File: config.mk
export PLATFORM = sky130hd
export DESIGN_NAME = imem_fetch_bridge
export DESIGN_NICKNAME = d
export VERILOG_FILES = /design/src/rtl/imem_fetch_bridge.sv
export SDC_FILE = /design/constraint.sdc
export NUM_CORES = 1
export LEC_CHECK = 0
export CAP_MARGIN = 20
export CORE_MARGIN = 2
export CORE_UTILIZATION = 48
export DETAILED_ROUTE_END_ITERATION = 8
export PLACE_DENSITY = 0.83
export SLEW_MARGIN = 30
export SYNTH_ARGS = -nofsm -noshare
export SYNTH_HDL_FRONTEND = slang
export SYNTH_SLANG_ARGS = --single-unit
File: constraint.sdc
create_clock -name clk -period 2.6 [get_ports clk]
set_input_delay 0.65 -clock clk [delete_from_list [all_inputs] [get_ports clk]]
set_output_delay 0.65 -clock clk [all_outputs]
set_load 0.005 [all_outputs]
File: src/rtl/imem_fetch_bridge.sv
// Instruction-fetch bridge: a one-entry line buffer in front of a request/grant/rvalid
// instruction bus. Hits return in the same cycle; misses stall the core until the fill lands.
module imem_fetch_bridge #(
  parameter int unsigned TIMEOUT  = 255,
  parameter logic [31:0] NOP_INST = 32'h0000_0013
) (
  input  logic        clk,
  input  logic        rst_n,
  input  logic [31:0] fetch_addr_i,
  output logic [31:0] inst_o,
  output logic        halt_o,
  output logic        bus_req_o,
  output logic [31:0] bus_addr_o,
  input  logic        bus_gnt_i,
  input  logic        bus_rvalid_i,
  input  logic [31:0] bus_rdata_i,
  input  logic        bus_err_i,
  output logic        err_o
);

  localparam int unsigned CW = (TIMEOUT < 2) ? 1 : $clog2(TIMEOUT + 1);

  typedef enum logic [1:0] {IDLE, REQ, WAIT, ERR} state_t;

  state_t          state_q, state_d;
  logic            buf_valid;
  logic [29:0]     buf_tag;
  logic [31:0]     buf_data;
  logic [29:0]     req_word;
  logic [CW-1:0]   cnt_q;

  logic            aligned, hit;
  logic            fill, latch_req, cnt_clr, cnt_inc;

  assign aligned = (fetch_addr_i[1:0] == 2'b00);
  assign hit     = buf_valid && (buf_tag == fetch_addr_i[31:2]) && aligned && (state_q != ERR);

  assign halt_o     = !hit;
  assign inst_o     = hit ? buf_data : NOP_INST;
  assign err_o      = (state_q == ERR);
  assign bus_req_o  = (state_q == REQ);
  // Address is only presented while requesting, so the bus sees zero when idle.
  assign bus_addr_o = bus_req_o ? {req_word, 2'b00} : 32'h0;

  // NOTE: every output of this block gets a default first, so no path can infer a latch.
  always_comb begin
    state_d   = state_q;
    fill      = 1'b0;
    latch_req = 1'b0;
    cnt_clr   = 1'b0;
    cnt_inc   = 1'b0;
    unique case (state_q)
      IDLE: begin
        if (!hit) begin
          if (aligned) begin
            latch_req = 1'b1;
            state_d   = REQ;
          end else begin
            state_d = ERR;
          end
        end
      end
      REQ: begin
        if (bus_gnt_i) begin
          if (bus_rvalid_i) begin
            // Zero-wait response completes the transfer straight from REQ.
            if (bus_err_i) begin
              state_d = ERR;
            end else begin
              fill    = 1'b1;
              state_d = IDLE;
            end
          end else begin
            cnt_clr = 1'b1;
            state_d = WAIT;
          end
        end
      end
      WAIT: begin
        if (bus_rvalid_i) begin
          if (bus_err_i) begin
            state_d = ERR;
          end else begin
            fill    = 1'b1;
            state_d = IDLE;
          end
        end else if (cnt_q >= CW'(TIMEOUT - 1)) begin
          state_d = ERR;
        end else begin
          cnt_inc = 1'b1;
        end
      end
      ERR: state_d = ERR;
      default: state_d = IDLE;
    endcase
  end

  // NOTE: sequential state uses non-blocking assignments so all registers update together.
  always_ff @(posedge clk or negedge rst_n) begin
    if (!rst_n) begin
      state_q <= IDLE;
    end else begin
      state_q <= state_d;
    end
  end

  // NOTE: the buffer payload is reset as well, so inst_o and bus_addr_o are never X after reset.
  always_ff @(posedge clk or negedge rst_n) begin
    if (!rst_n) begin
      buf_valid <= 1'b0;
      buf_tag   <= '0;
      buf_data  <= '0;
      req_word  <= '0;
      cnt_q     <= '0;
    end else begin
      if (latch_req) begin
        req_word <= fetch_addr_i[31:2];
      end
      if (fill) begin
        buf_valid <= 1'b1;
        buf_tag   <= req_word;
        buf_data  <= bus_rdata_i;
      end
      if (cnt_clr) begin
        cnt_q <= '0;
      end else if (cnt_inc) begin
        cnt_q <= cnt_q + 1'b1;
      end
    end
  end

endmodule
==> Word level (Yosys, flattened, before mapping) <==
Cells that the tools add are included.
{ "word_totals": {"regBits": 103, "out_inout_bits": 67} }
{ "op_classes": {"addsub": 1, "n_mux": 25, "order_cmp": 1, "reduce_logical": 8, "eq_ne": 8} }
{ "op_table": {"columns": ["cell", "count"], "rows": [
  ["$mux 32", 2],
  ["$eq 30x30->1", 1],
  ["$mux 8", 2],
  ["$mux 2", 7],
  ["$mux 1", 12],
  ["$add 8x1->8 const B", 1],
  ["$ge 8x8->1 const B", 1],
  ["$pmux 2 s4", 1],
  ["$eq 2x2->1 const B", 2],
  ["$logic_not 2->1", 2],
  ["$ne 2x2->1 const B", 2],
  ["$logic_and 1x1->1", 3],
  ["$ne 3x3->1 const B", 1],
  ["$reduce_and 3->1", 1],
  ["$eq 2x1->1 const B", 1],
  ["$ne 2x1->1 const B", 1],
  ["$pmux 1 s2", 1],
  ["$reduce_bool 2->1", 1],
  ["$logic_not 1->1", 1]
]} }

==> Logic depth before layout (Yosys ltp) <==
Gate-level depths: netlist of run 1.
{ "depth": {"depth_word": 6, "mapped_depth": 8, "ltp_nobuf": 7} }

==> Worst setup path after synthesis of run 1 <==
Ideal clock, no wire load.
{ "synth_timing": {"path_type": "input to output", "from": "input fetch_addr_i[3]", "to": "output inst_o[22]", "t_arrival_ps": 1891, "setup_slack_ps": 59, "cell_stages": 6, "n_path_buf": 1, "cell_sequence": "xnor2_1 nand4_1 nor4_2 and3_2 clkbuf_1 and2_1"} }
{ "synth_via": {"elab_chain_len": 5} }
{ "synth_rtl": {"columns": ["element", "line", "text"], "rows": [
  ["from (decl)", "9", "input logic [31:0] fetch_addr_i,"],
  ["$eq 30x30->1", "36", "assign hit = buf_valid && (buf_tag == fetch_addr_i[31:2]) && aligned && (state_q != ERR);"],
  ["$logic_and 1x1->1 (3 in a row)", "36", null],
  ["$mux 32", "39", "assign inst_o = hit ? buf_data : NOP_INST;"],
  ["to (decl)", "10", "output logic [31:0] inst_o,"]
]} }
No other way between the ends.

==> Worst setup path after layout of run 1 <==
{ "layout_timing": {"from": "input fetch_addr_i[1]", "to": "output inst_o[24]"} }
{ "layout_via": {"elab_chain_len": 4} }
{ "layout_rtl": {"columns": ["element", "line", "text"], "rows": [
  ["$logic_not 2->1", "35", "assign aligned = (fetch_addr_i[1:0] == 2'b00);"],
  ["$logic_and 1x1->1 (2 in a row)", "36", null],
  ["$mux 32", "39", null]
]} }
No other way between the ends.

==> results_dict.tcl, run 1 <==
set metrics [dict create \
    status "finished, violations left" \
    violations "setup timing" \
    synth_warnings 0 \
    place_inst 679 \
    drt_iter0_drc 217 \
    grt-ovfl-total 0 \
    start_kind "input pin" \
    route.vias.total 3930 \
    synth_cell_types 38 \
    gp_congestion 0.8223 \
    design.die.area_um2 11140 \
    antenna_found_initial 4 \
    worst_slew_pin_slew_ns 0.5046 \
    track_usage 0.2510 \
    die_y_um 105.6 \
    wirelength_um 14620 \
    max_slew_margin 0.6605 \
    crit_type "input pin to output pin" \
    arrival_ns 2.48 \
    syn_area_um2 4951 \
    grt_max_degree 51 \
    hold_class "input pin to async pin" \
    cts_hold_buf 0 \
    first_pass_iters 4 \
    synth_ff_type "dfrtp_1" \
    ys_async_sr_fraction 1.000 \
    cts.clk_slew.worst_paths_ns 0.10 \
    multi_input_area_um2 2574 \
    io_pins 136 \
    final_cells 735 \
    synth_edf_count 0 \
    fmax_mhz 319.2 \
    vdd_drop_max_mv 0.5124 \
    route.detailed.drc 0 \
    p_leak_uw 0.003656 \
    fin_ws_ns -0.5330 \
    dp_hpwl_um 8549 \
    areaGrowthSynthToFinish_pct 52.19 \
    nets 666 \
    path_max_fanout 8 \
    max_cap_violations 0 \
    worstSetupEndpointType "output pin" \
    layout-drive-gt1-share 0.4773 \
    die_x_um 105.6 \
    wire_per_inst_um 19.89 \
    drtAntennaViolNets 0 \
    layout_common_cells "dfrtp_1 (103), mux2_2 (87), buf_4 (53)" \
    viasPerCell 5.347 \
    rsz0062_at_grt "yes" \
    core_area_um2 10180 \
    cts-root-buf "clkbuf_8" \
    port-buffer-count 133 \
    postSynthAreaPerCell_um2 12.50 \
    setup_viol 35 \
    layout_commonest_cell "dfrtp_1" \
    worstSkewPairLatency_ns 0.36 \
    cts_inserted_buffers 9 \
    clock_skew_ns 0.01148 \
    rows 37 \
    grt_pass1_vias 4101 \
    period_share 1.205 \
    min_period_ns 3.133 \
    worst_ep_required_time_ns 1.95 \
    pwr_density_cell_nw_per_um2 928.2 \
    ys_ff_latch 103 \
    synth_cells 396 \
    cts_sinks 103 \
    fillers 608 \
    hold_viol 0 \
    seq_area_um2 2577 \
    pre_cts_slack_ns -0.9948 \
    ys_seq_area_frac 0.5206 \
    cts_buffer_depth 2 \
    cts_tree "built" \
    cts_max_level 3 \
    start_util 0.4861 \
    slew_violations 0 \
    grt_pass1_wl_um 21580 \
]
worst paths after layout:
path	from	end	slack, ns	cells past startpoint
worst max-delay path	fetch_addr_i[1]	inst_o[24]	-0.53	11
worst min-delay path	rst_n	buf_data[30]$_DFFE_PN0P_	0.20	1
max in group asynchronous	rst_n	buf_tag[8]$_DFFE_PN0P_	1.66	2
min in group clk	buf_valid$_DFFE_PN0P_	buf_valid$_DFFE_PN0P_	0.48	1
worst max register to register	buf_tag[11]$_DFFE_PN0P_	state_q[1]$_DFFE_PN0P_	-0.03	15
worst min register to register	buf_valid$_DFFE_PN0P_	buf_valid$_DFFE_PN0P_	0.48	1
cells in the mapped netlist (6+ instances only):
cell / count / area, um2
o21ai_0: 7 / 35.03
nand2_1: 8 / 30.03
dfrtp_1: 103 / 2577
ha_1: 6 / 75.07
xnor2_1: 33 / 289.0
buf_2: 7 / 35.03
clkbuf_1: 7 / 26.28
mux2_2: 87 / 979.7
nor2_1: 12 / 45.04
and2_1: 60 / 375.4
nand4_1: 15 / 93.84
where the power goes:
part           leakage (uW)  switching (uW)  internal (uW)
Clock             0.0000888             556            443
Combinational       0.00229            1200           1880
Sequential          0.00127             582           2340
layer usage:
| metal | share of wire | wire length [um] | global-route usage | up-vias |
|---|---|---|---|---|
| met2 | 0.53 | 7693 | 0.4341 | 138 |
| met3 | 0.044 | 647 | 0.04700 | 34 |
| met5 | 0 | 0 | 0 | - |
| met1 | 0.40 | 5826 | 0.3107 | 1998 |
| met4 | 0.031 | 450 | 0.1006 | 0 |
| li1 | - | - | - | 1760 |
per-stage QoR:
stage / hold slack, ns / TNS (ns) / total power (uW) / util / instance area, um2
2_1_floorplan: 0.3544 / 0 / 4186 / - / 4955
3_3_place_gp: 0.4468 / -34.22 / 5221 / 0.6539 / 6660
3_5_place_dp: 0.4488 / -34.63 / 5363 / 0.6539 / 6660
4_1_cts: 0.1984 / -13.07 / 6730 / 0.7251 / 7385
5_1_grt: 0.2073 / -18.37 / 7343 / 0.7398 / 7535
6_report: 0.1954 / -15.56 / 6994 / 0.7398 / 7535
kinds of logic (layout without fill, tap and decap cells):
group / Yosys count / after routing / share of synthesized area
AOI/OAI and AO/OA: 22 / 22 / 0.02881
muxes: 92 / 92 / 0.2130
DFF: 103 / 103 / 0.5206
and+or+nand+nor: 115 / 115 / 0.1372
xor gates and xnor gates: 33 / 33 / 0.05838
adders and majority gates: 6 / 6 / 0.01516
other: 1 / 6 / 0.0007574
buffers and inverters: 24 / 222 / 0.02603
repair_timing:
| item | CTS | global route |
|---|---|---|
| buffers inserted | 25 | 8 |
| resized for setup | 270 | 53 |
| pin swaps | 59 | 20 |
| setup endpoints to repair | 55 | 48 |
| gates cloned | 7 | 0 |
worst max-delay path, stage by stage:
cell and delay, ns:
dlygate4sd2_1 0.27, nor4b_2 0.34, buf_4 0.18, nand4_1 0.09, nor2_2 0.15, and3_4 0.22, buf_12 0.11, buf_12 0.11
buf_16 0.12, and2_4 0.14, buf_6 0.08
sequential cells by signal (all words and copies together) (netlist names):
name	cells
cnt_q	8
req_word	30
buf_tag	30
buf_valid	1
buf_data	32
state_q	2
layout make-up:
class	instances	area share
tap	136	0.02258
antenna	4	0.001328
clock buffer	10	0.01694
inverter	5	0.002491
multi-input combinational	270	0.3416
timing repair buffer	202	0.2652
sequential	103	0.3421
clock inverter	5	0.007805
(Power assumes the default switching activity.)
==> run 2, diff against run 1 <==
--- a/config.mk
+++ b/config.mk
@@ -7,9 +7,9 @@
 export LEC_CHECK = 0
 export CAP_MARGIN = 20
 export CORE_MARGIN = 2
-export CORE_UTILIZATION = 48
+export CORE_UTILIZATION = 52
 export DETAILED_ROUTE_END_ITERATION = 8
-export PLACE_DENSITY = 0.83
+export PLACE_DENSITY = 0.88
 export SLEW_MARGIN = 30
 export SYNTH_ARGS = -nofsm -noshare
 export SYNTH_HDL_FRONTEND = slang
==> constraint.sdc (replaced) <==
create_clock -name clk -period 3.74 [get_ports clk]
set_input_delay 0.935 -clock clk [delete_from_list [all_inputs] [get_ports clk]]
set_output_delay 0.935 -clock clk [all_outputs]
set_load 0.005 [all_outputs]
==> run 2 against run 1 <==
Compared with the run above:
- the run still ends with setup timing left
- final cell count decreased by 5.2%
- routed wire length decreased by 14%
- total power decreased by 34%
- combinational power decreased by 38%
- clock power decreased by 27%
- setup slack improved by 0.37 ns
- clock-buffer cell count unchanged
- via count decreased by 6.8%
- critical path type unchanged
==> results_dict.tcl, run 2 (synthesis results as in run 1) <==
set metrics [dict create \
    status "finished, violations left" \
    violations "setup timing" \
    vdd_drop_max_mv 0.3942 \
    reg_top3 "buf_data: 32 flops, buf_tag: 30 flops, req_word: 30 flops" \
    drt_iter0_drc 136 \
    hold_class "register to register" \
    fin_ws_ns -0.1668 \
    arrival_ns 2.97 \
    dpl_cell_area_um2 6575 \
    wirelength_um 12590 \
    slew_violations 0 \
    rsz0062_at_grt "yes" \
    cts_sinks 103 \
    wire_per_inst_um 18.06 \
    io_pins 136 \
    grt_max_degree 92 \
    timing.rr.end "req_word[0]$_DFFE_PN0P_" \
    p_leak_uw 0.003253 \
    crit_path_frequent_cell "buf_4" \
    fillers 569 \
    dp_hpwl_um 8347 \
    start_util 0.5358 \
    worstSetupEndpointType "output pin" \
    cts_inserted_buffers 9 \
    largest_reg_flops 32 \
    seqPwrFrac 0.432 \
    grt_pass1_vias 3917 \
    drtAntennaViolNets 0 \
    holdCritStartpoint "buf_valid$_DFFE_PN0P_" \
    cts_tree "built" \
    max_slew_margin 0.4483 \
    cts-root-buf "clkbuf_8" \
    p_clk_frac 0.157 \
    worst_ep_required_time_ns 2.80 \
    path_max_fanout 16 \
    worstHoldEndpoint "buf_valid$_DFFE_PN0P_" \
    setup_viol 2 \
    clock_skew_ns 0.01133 \
    worstSkewPairLatency_ns 0.35 \
    min_period_ns 3.907 \
    power_switching_uw 1495 \
    core_area_um2 9240 \
    regMostFlops "buf_data" \
    antenna_found_initial 1 \
    cts_buffer_depth 2 \
    layout_commonest_cell "dfrtp_1" \
    r2r_start "state_q[1]$_DFFE_PN0P_" \
    final_area_um2 7088 \
    reg2regPathDepth 10 \
    cts.clk_slew.worst_paths_ns 0.09 \
    route.vias.total 3662 \
    route.detailed.drc 0 \
    worst_slew_pin_slew_ns 0.8276 \
    die_x_um 101.6 \
    place_inst 668 \
    pwr_density_cell_nw_per_um2 656.1 \
    comb_power_share 0.411 \
    crit_type "input pin to output pin" \
    hold_viol 0 \
    grt-ovfl-total 0 \
    nets 637 \
    fmax_mhz 256.0 \
    layout-drive-gt1-share 0.3545 \
    cts_hold_buf 0 \
    min_path_cells 1 \
    die_y_um 101.6 \
    rrSetupSlack_ns 1.32 \
    path_cells "dlygate4sd2_1 -> nor4b_2 -> buf_4 -> nand4_1 -> nor2_2 -> and3_4 -> buf_4 -> buf_16 -> and2_1 -> clkdlybuf4s50_1" \
    max_cap_violations 0 \
    cts_max_level 3 \
    layout_common_cells "dfrtp_1 (103), mux2_2 (87), clkdlybuf4s50_1 (70)" \
    power.internal_uw 3156 \
    slowest_stage "clkdlybuf4s50_1" \
    viasPerCell 5.254 \
    cpPeakStageDelay_ns 0.49 \
    final_cells 697 \
    areaGrowthSynthToFinish_pct 43.16 \
    track_usage 0.2341 \
    start_kind "input pin" \
    design.die.area_um2 10320 \
    first_pass_iters 4 \
    p_sw_frac 0.3214 \
    port-buffer-count 133 \
    crit_start "fetch_addr_i[0]" \
    gp_congestion 0.8492 \
    rows 35 \
    period_share 1.045 \
    grt_pass1_wl_um 18620 \
]
run 2: power groups by stage:
stage	clock network (uW)	logic (uW)	registers, uW
finish	731	1910	2010
global route	801	2040	2070
CTS	745	1840	1980
detailed placement	0	1740	1970
global placement	0	1670	1930
floorplan	0	1050	1860
run 2: critical path, delay by kind of cell:
family | cells | cell delay [ns]
buffers and inverters | 5 | 1.19
and+or+nand+nor | 5 | 0.85
run 2: cell type report:
cell class | instances | area [um2] | area share
Tap cell | 129 | 161.4 | 0.02277
Multi-Input combinational cell | 270 | 2501 | 0.3529
Inverter | 5 | 18.77 | 0.002648
Sequential cell | 103 | 2577 | 0.3636
Antenna cell | 1 | 2.502 | 0.0003530
Timing Repair Buffer | 173 | 1614 | 0.2277
Clock inverter | 6 | 75.07 | 0.01059
Clock buffer | 10 | 137.6 | 0.01942
run 2: timing repair:
item,in CTS,in global routing
setup buffers,4,6
resized for setup,92,38
pin swaps,30,20
gates cloned,2,0
setup endpoints to repair,33,33
run 2: worst max-delay path by stage:
stage          slack, ns  depth (start not counted)    endpoint
4_1_cts            -0.19                          9   inst_o[6]
2_1_floorplan       0.63                          6  inst_o[22]
6_report           -0.17                         10   inst_o[6]
3_5_place_dp       -0.46                          9  inst_o[23]
3_3_place_gp       -0.37                          9  inst_o[13]
5_1_grt            -0.25                         10   inst_o[5]
run 2: metal layers:
layer / vias up / global-route usage / share of wire
met3: 14 / 0.04624 / 0.040
met5: - / 0 / 0
met4: 0 / 0.07796 / 0.014
met1: 1843 / 0.2899 / 0.41
li1: 1701 / - / -
met2: 104 / 0.4104 / 0.54
run 2: through the flow:
| stage | setup slack, ns | power (uW) | hold slack, ns | setup TNS, ns | utilization |
|---|---|---|---|---|---|
| after detailed placement | -0.4555 | 3710 | 0.4758 | -13.21 | 0.7116 |
| after floorplan | 0.6289 | 2910 | 0.4304 | 0 | - |
| final | -0.1668 | 4650 | 0.4928 | -0.3326 | 0.7671 |
| after global placement | -0.3688 | 3600 | 0.4446 | -11.62 | 0.7112 |
| after CTS | -0.1937 | 4564 | 0.4978 | -0.3868 | 0.7594 |
| after global routing | -0.2509 | 4915 | 0.5200 | -0.6547 | 0.7671 |
==> RTL change 1: new RTL, config.mk and constraints of run 1 <==
`TIMEOUT`: 255 -> 510.
--- a/src/rtl/imem_fetch_bridge.sv
+++ b/src/rtl/imem_fetch_bridge.sv
@@ -2,5 +2,5 @@
 // instruction bus. Hits return in the same cycle; misses stall the core until the fill lands.
 module imem_fetch_bridge #(
-  parameter int unsigned TIMEOUT  = 255,
+  parameter int unsigned TIMEOUT  = 510,
   parameter logic [31:0] NOP_INST = 32'h0000_0013
 ) (
Function: same outputs for any inputs over 4 cycles, from zero or initial values and one cycle with rst_n low; that may be too few to reach the edited logic, so the function may still have changed.
==> RTL change 1 against run 1 <==
- total power is 6.6% lower
- maximum frequency up 6.5%
- the run still ends with setup timing left
- count of clock-buffer cells in the layout is 1 higher
- setup slack gained 190 ps
- largest cell class unchanged
- critical path depth is 1 lower
- area after synthesis increased by 2.2%
- sequential cell count rose by 1
- critical endpoint is now inst_o[19]
- wire length decreased by 16%
- design area is 2.5% lower
==> RTL change 1: results (changes against run 1) <==
.. list-table::
   :header-rows: 1

   * - Metric
     - Value
   * - Longest individual stage delay on the worst path
     - 290 ps (-50 ps)
   * - Via-per-instance ratio
     - 5.045 (-5.6%)
   * - Biggest fanout along the worst timing path
     - 5 (-3)
   * - Setup-failing EPs final
     - 45 (+29%)
   * - Placed Cells incl. Taps
     - 663 (-2.4%)
   * - Dominant cells by area after synthesis
     - dfrtp_1 (51%), mux2_2 (14%), mux2_4 (8.9%)
   * - Accumulated negative setup slack
     - -9302 ps (+6254 ps)
   * - Result of the run
     - finished with violations
   * - DPL Wire Length
     - 8019 µm (-6.2%)
   * - Fillers
     - 723 (+19%)
   * - Mean instance size in the synthesized netlist
     - 13.11 µm² (+4.9%)
   * - Number of buffers on the longest clock path
     - 2 (unchanged)
   * - Met3 routed WL
     - 602 µm (-7.0%)
   * - Multi-input gate area in the final layout
     - 2521 µm² (-2.0%)
   * - Place WS
     - -959.0 ps (+35.81 ps)
   * - Initial antenna violation count
     - 0 (-4)
   * - Largest net degree at the start of global routing
     - 59 (+16%)
   * - Standard cell area after detailed placement
     - 6731 µm² (+1.1%)
   * - Fraction of the yosys area taken by sequential cells
     - 51.41% (-0.65 points)
   * - Layout cells sized above 1
     - 47.71% (about the same)
   * - Internal power
     - 4.547 mW (-2.4%)
   * - Vias
     - 3,552 (-9.6%)
   * - Tot GR Track Use
     - 21.87% (-3.2 points)
   * - DRC marker count from the first detailed-route iteration
     - 164 (-24%)
   * - Wire length the detailed router placed on met1
     - 5040 µm (-13%)
   * - Peak supply drop
     - 0.5491 mV (+7.2%)
   * - Final-stage net count
     - 638 (-4.2%)
   * - Worst hold-check path type
     - primary input to async pin
   * - Master of the slowest instance on the critical path
     - nor4b_4
   * - Violations in the final reports
     - setup timing
   * - Ant diodes
     - 0 (-4)
   * - Final Wtd Congestion
     - 0.8022 (-2.4%)
   * - Post-synthesis cell type count
     - 41 (+7.9%)
   * - Minimum setup slack in the final design
     - -341.1 ps (+191.9 ps)
   * - Met2 wire len
     - 6435 µm (-16%)
   * - Total wirelength of the detailed-routed design
     - 12,210 µm (-16%)
   * - Clock skew after layout
     - 10.60 ps (-0.8848 ps)
RTL change 1: changes by cell type after synthesis, sizes merged, moves of 2 or more:
cell / before / now
nand4: 15 / 10
xor2: 0 / 3
o21ai: 8 / 1
a211oi: 3 / 0
o31ai: 3 / 5
nand3: 4 / 2
a21oi: 3 / 5
RTL change 1: final cells by class:
| class | count | area share [%] |
|---|---|---|
| clock inverters | 5 | 0.8688 |
| clock buffers | 11 | 2.061 |
| flip-flops and latches | 104 | 35.43 |
| well taps | 136 | 2.317 |
| inverters | 6 | 0.3407 |
| repair buffers | 183 | 24.65 |
| multi-input cells | 259 | 34.33 |
RTL change 1: repair_timing:
item,CTS,global route
pin swaps,47,27
setup endpoints to repair,64,47
gates resized for setup,240,93
endpoints found under the hold margin,0,0
cloned,5,1
buffers inserted,18,7
hold buffers,0,0
RTL change 1: routing by layer:
metal / vias to the layer above / track usage (%)
li1: 1661 / -
met1: 1772 / 27.51
met2: 108 / 38.54
met3: 11 / 4.316
met4: 0 / 5.844
met5: - / 0
RTL change 1: power groups by stage:
| stage | combinational (mW) | sequential [mW] | clock, mW |
|---|---|---|---|
| after floorplan | 1.50 | 2.66 | 0 |
| after detailed placement | 2.34 | 2.81 | 0 |
| after global placement | 2.27 | 2.75 | 0 |
| final | 2.62 | 2.84 | 1.07 |
| after CTS | 2.50 | 2.80 | 1.09 |
| after global routing | 2.82 | 2.94 | 1.15 |
RTL change 1: cells by family (layout without fill, tap and decap cells):
| kind of cell | after synthesis | after routing | share of synthesized area [%] |
|---|---|---|---|
| and+or+nand+nor | 107 | 107 | 12.83 |
| DFF | 104 | 104 | 51.41 |
| muxes | 93 | 93 | 22.89 |
| xor gates and xnor gates | 36 | 36 | 6.229 |
| buffers and inverters | 24 | 205 | 2.595 |
| AOI/OAI and AO/OA | 15 | 15 | 2.496 |
| adders and majority gates | 6 | 6 | 1.483 |
| other | 1 | 2 | 0.07408 |
RTL change 1: worst max-delay path: cells and delay by family:
family	cells	cell delay [ps]
simple gates	5	970
buf+inv	5	660
RTL change 1: path summary, 6_finish.rpt:
path / slack [ps] / depth (start not counted) / end / from
max in group asynchronous: 1590 / 2 / buf_tag[5] / rst_n
min in group clk: 500 / 1 / buf_valid / buf_valid
worst min register to register: 500 / 1 / buf_valid / buf_valid
worst max register to register: 190 / 12 / buf_data[12] / state_q[1]
worst max-delay path: -340 / 10 / inst_o[19] / fetch_addr_i[1]
worst min-delay path: 330 / 1 / buf_tag[4] / rst_n
==> RTL change 2: new RTL, config.mk and constraints of run 1 <==
Without the edit above. Encoding of `state_t`: now one-hot (4 bits for 4 states).
--- a/src/rtl/imem_fetch_bridge.sv
+++ b/src/rtl/imem_fetch_bridge.sv
@@ -21,5 +21,5 @@
   localparam int unsigned CW = (TIMEOUT < 2) ? 1 : $clog2(TIMEOUT + 1);
 
-  typedef enum logic [1:0] {IDLE, REQ, WAIT, ERR} state_t;
+  typedef enum logic [3:0] {IDLE = 4'b0001, REQ = 4'b0010, WAIT = 4'b0100, ERR = 4'b1000} state_t;
 
   state_t          state_q, state_d;
Behaviour: no difference found for any inputs over 4 cycles, from zero or initial values and one cycle with rst_n low; so few cycles prove little.
==> RTL change 2 against run 1 <==
- the run still ends with setup timing left
- hold slack gained 44 ps
- maximum frequency grew 3.0%
- total power shrank 24%
- sequential cell count increased by 2
- design area fell by 4.3%
- wire length shrank 8.4%
- area after synthesis shrank 0.58%
- final cell count is 5.3% lower
- sequential power decreased by 4%
- setup slack gained 91 ps
- die area shrank 0.56%
- global-route usage is 0.77 points lower
- critical path type is now register to output port
- largest power group is now sequential cells
==> RTL change 2: results (changes against run 1) <==
.. list-table::
   :header-rows: 1

   * - Metric
     - Value
   * - DRC marker count from the first detailed-route iteration
     - 131 (-40%)
   * - Biggest regs
     - buf_data: 32 flops, buf_tag: 30 flops, req_word: 30 flops
   * - Max Clock Freq
     - 328.7 MHz (+3.0%)
   * - First-pass iteration count of the detailed router
     - 4 (unchanged)
   * - Violations in the final reports
     - setup timing
   * - Peak supply drop
     - 0.4050 mV (-21%)
   * - Fraction of the yosys area taken by sequential cells
     - 53.41% (+1.3 points)
   * - Vias
     - 3,684 (-6.3%)
   * - Beginning of the worst register-to-register path
     - state_q[1]
   * - Layout cells sized above 1
     - 44.31% (-3.4 points)
   * - Skew-Pair Late Insertion Delay
     - 360 ps (about the same)
   * - Signal arrival time at the worst endpoint
     - 2390 ps (-90 ps)
   * - DPL Wire Length
     - 8510 µm (-0.45%)
   * - Largest net degree at the start of global routing
     - 51 (unchanged)
   * - Place WS
     - -976.2 ps (+18.57 ps)
   * - Standard cell area after detailed placement
     - 6594 µm² (-1.0%)
   * - Total wirelength of the detailed-routed design
     - 13,390 µm (-8.4%)
   * - Setup-failing EPs final
     - 63 (+80%)
   * - Endpoint of the worst register-to-register path
     - req_word[16]
   * - Number of global-route vias before repair
     - 4,041 (-1.5%)
   * - Leakage power
     - 3.580 nW (-2.1%)
   * - Post-synthesis cell type count
     - 41 (+7.9%)
   * - Dominant cells by area after synthesis
     - dfrtp_1 (53%), mux2_2 (20%), xnor2_1 (4.8%)
   * - Mean instance size in the synthesized netlist
     - 12.75 µm² (+2.0%)
   * - Asr flop ratio synth
     - 100.0% (unchanged)
   * - H-tree depth
     - 3 (unchanged)
   * - Number of buffers added on ports
     - 133 (unchanged)
   * - Ranking of synthesized cells by instance count
     - dfrtp_1 (104), mux2_2 (88), and2_1 (31), and3_1 (31), xnor2_1 (27)
   * - Clock skew after layout
     - 7.503 ps (-3.981 ps)
   * - Routed length per placed instance
     - 19.23 µm (-3.3%)
   * - Accumulated negative setup slack
     - -16,030 ps (-476.8 ps)
   * - CTS Root Buffer Type
     - clkbuf_8
   * - Wire length of the first global-routing pass
     - 20,980 µm (-2.8%)
   * - Start point of the critical path
     - state_q[0]
   * - Inserted Clock Buffers
     - 9 (unchanged)
   * - Biggest fanout along the worst timing path
     - 4 (-4)
   * - Placed Cells incl. Taps
     - 654 (-3.7%)
   * - Minimum setup slack in the final design
     - -442.3 ps (+90.66 ps)
   * - Clock input transition at the sequential cells of the worst setup and hold paths
     - 100 ps (about the same)
   * - Final-stage net count
     - 628 (-5.7%)
   * - Capturing element of the worst setup path
     - inst_o[4]
   * - Final Wtd Congestion
     - 0.8392 (+2.1%)
   * - Flop2flop setup slack
     - 70 ps (+100 ps)
   * - Initial antenna violation count
     - 1 (-3)
   * - Number of buffers on the longest clock path
     - 2 (unchanged)
   * - Cell depth of the worst flop-to-flop path
     - 10 (-5)
   * - Worst hold-check path type
     - primary input to async pin
   * - Tot GR Track Use
     - 24.33% (-0.77 points)
   * - Warnings from Yosys
     - 0 (unchanged)
   * - Result of the run
     - finished with violations
[RTL change 2: layout make-up]
| class | instances | area, µm² |
|---|---|---|
| Tap cell | 133 | 166.4 |
| Timing Repair Buffer | 179 | 1858 |
| Clock inverter | 5 | 30.03 |
| Antenna cell | 1 | 2.502 |
| Fill cell | 647 | 2655 |
| Clock buffer | 11 | 151.4 |
| Inverter | 4 | 17.52 |
| Multi-Input combinational cell | 258 | 2355 |
| Sequential cell | 105 | 2629 |
[RTL change 2: power by group]
group	internal, mW	switching, mW	leakage, nW	total, mW
sequential	2.32	0.467	1.36	2.79
combinational	1.01	0.569	2.13	1.57
clock	0.396	0.549	0.0911	0.946
[RTL change 2: cell families (layout without fill, tap and decap cells)]
kind of cell	count (synthesis)	count (layout)	share of synthesized area, %
other	1	3	0.07619
flip-flops	105	105	53.41
AO/OA/AOI/OAI	16	16	2.313
multiplexers	92	92	21.05
XOR/XNOR	35	35	6.228
AND/OR/NAND/NOR	111	111	13.78
adder cells (fa/ha/maj)	2	2	0.5083
buffers and inverters	24	199	2.644
[RTL change 2: critical path: stages, from the launching register on]
cell,delay [ps]
dfstp_2,570
nor4b_4,70
or4_4,520
nor4_4,170
buf_6,160
buf_6,90
and2_4,150
buf_6,110
nand2b_1,50
buf_2,130
[RTL change 2: worst min-delay path by stage]
stage                   endpoint  slack (ps)  cells past startpoint
floorplan            buf_data[0]         350                      0
global placement       buf_valid         440                      1
detailed placement     buf_valid         460                      1
CTS                  buf_tag[10]         240                      1
global route        req_word[10]         260                      1
finish              req_word[10]         240                      1
[RTL change 2: repair_timing]
action,4_1_cts,5_1_grt
cloned,6,1
endpoints found under the setup margin,65,94
buffers inserted,19,4
pin swaps,10,22
gates resized for setup,233,94
[RTL change 2: metal layers]
metal,vias to the layer above,routed length [µm],share of wire [%],global-route usage [%]
met3,29,461,3.4,2.536
met1,1870,5275,39,31.02
met4,0,393,2.9,10.48
met5,-,0,0,0
met2,105,7256,54,42.07
li1,1680,-,-,-
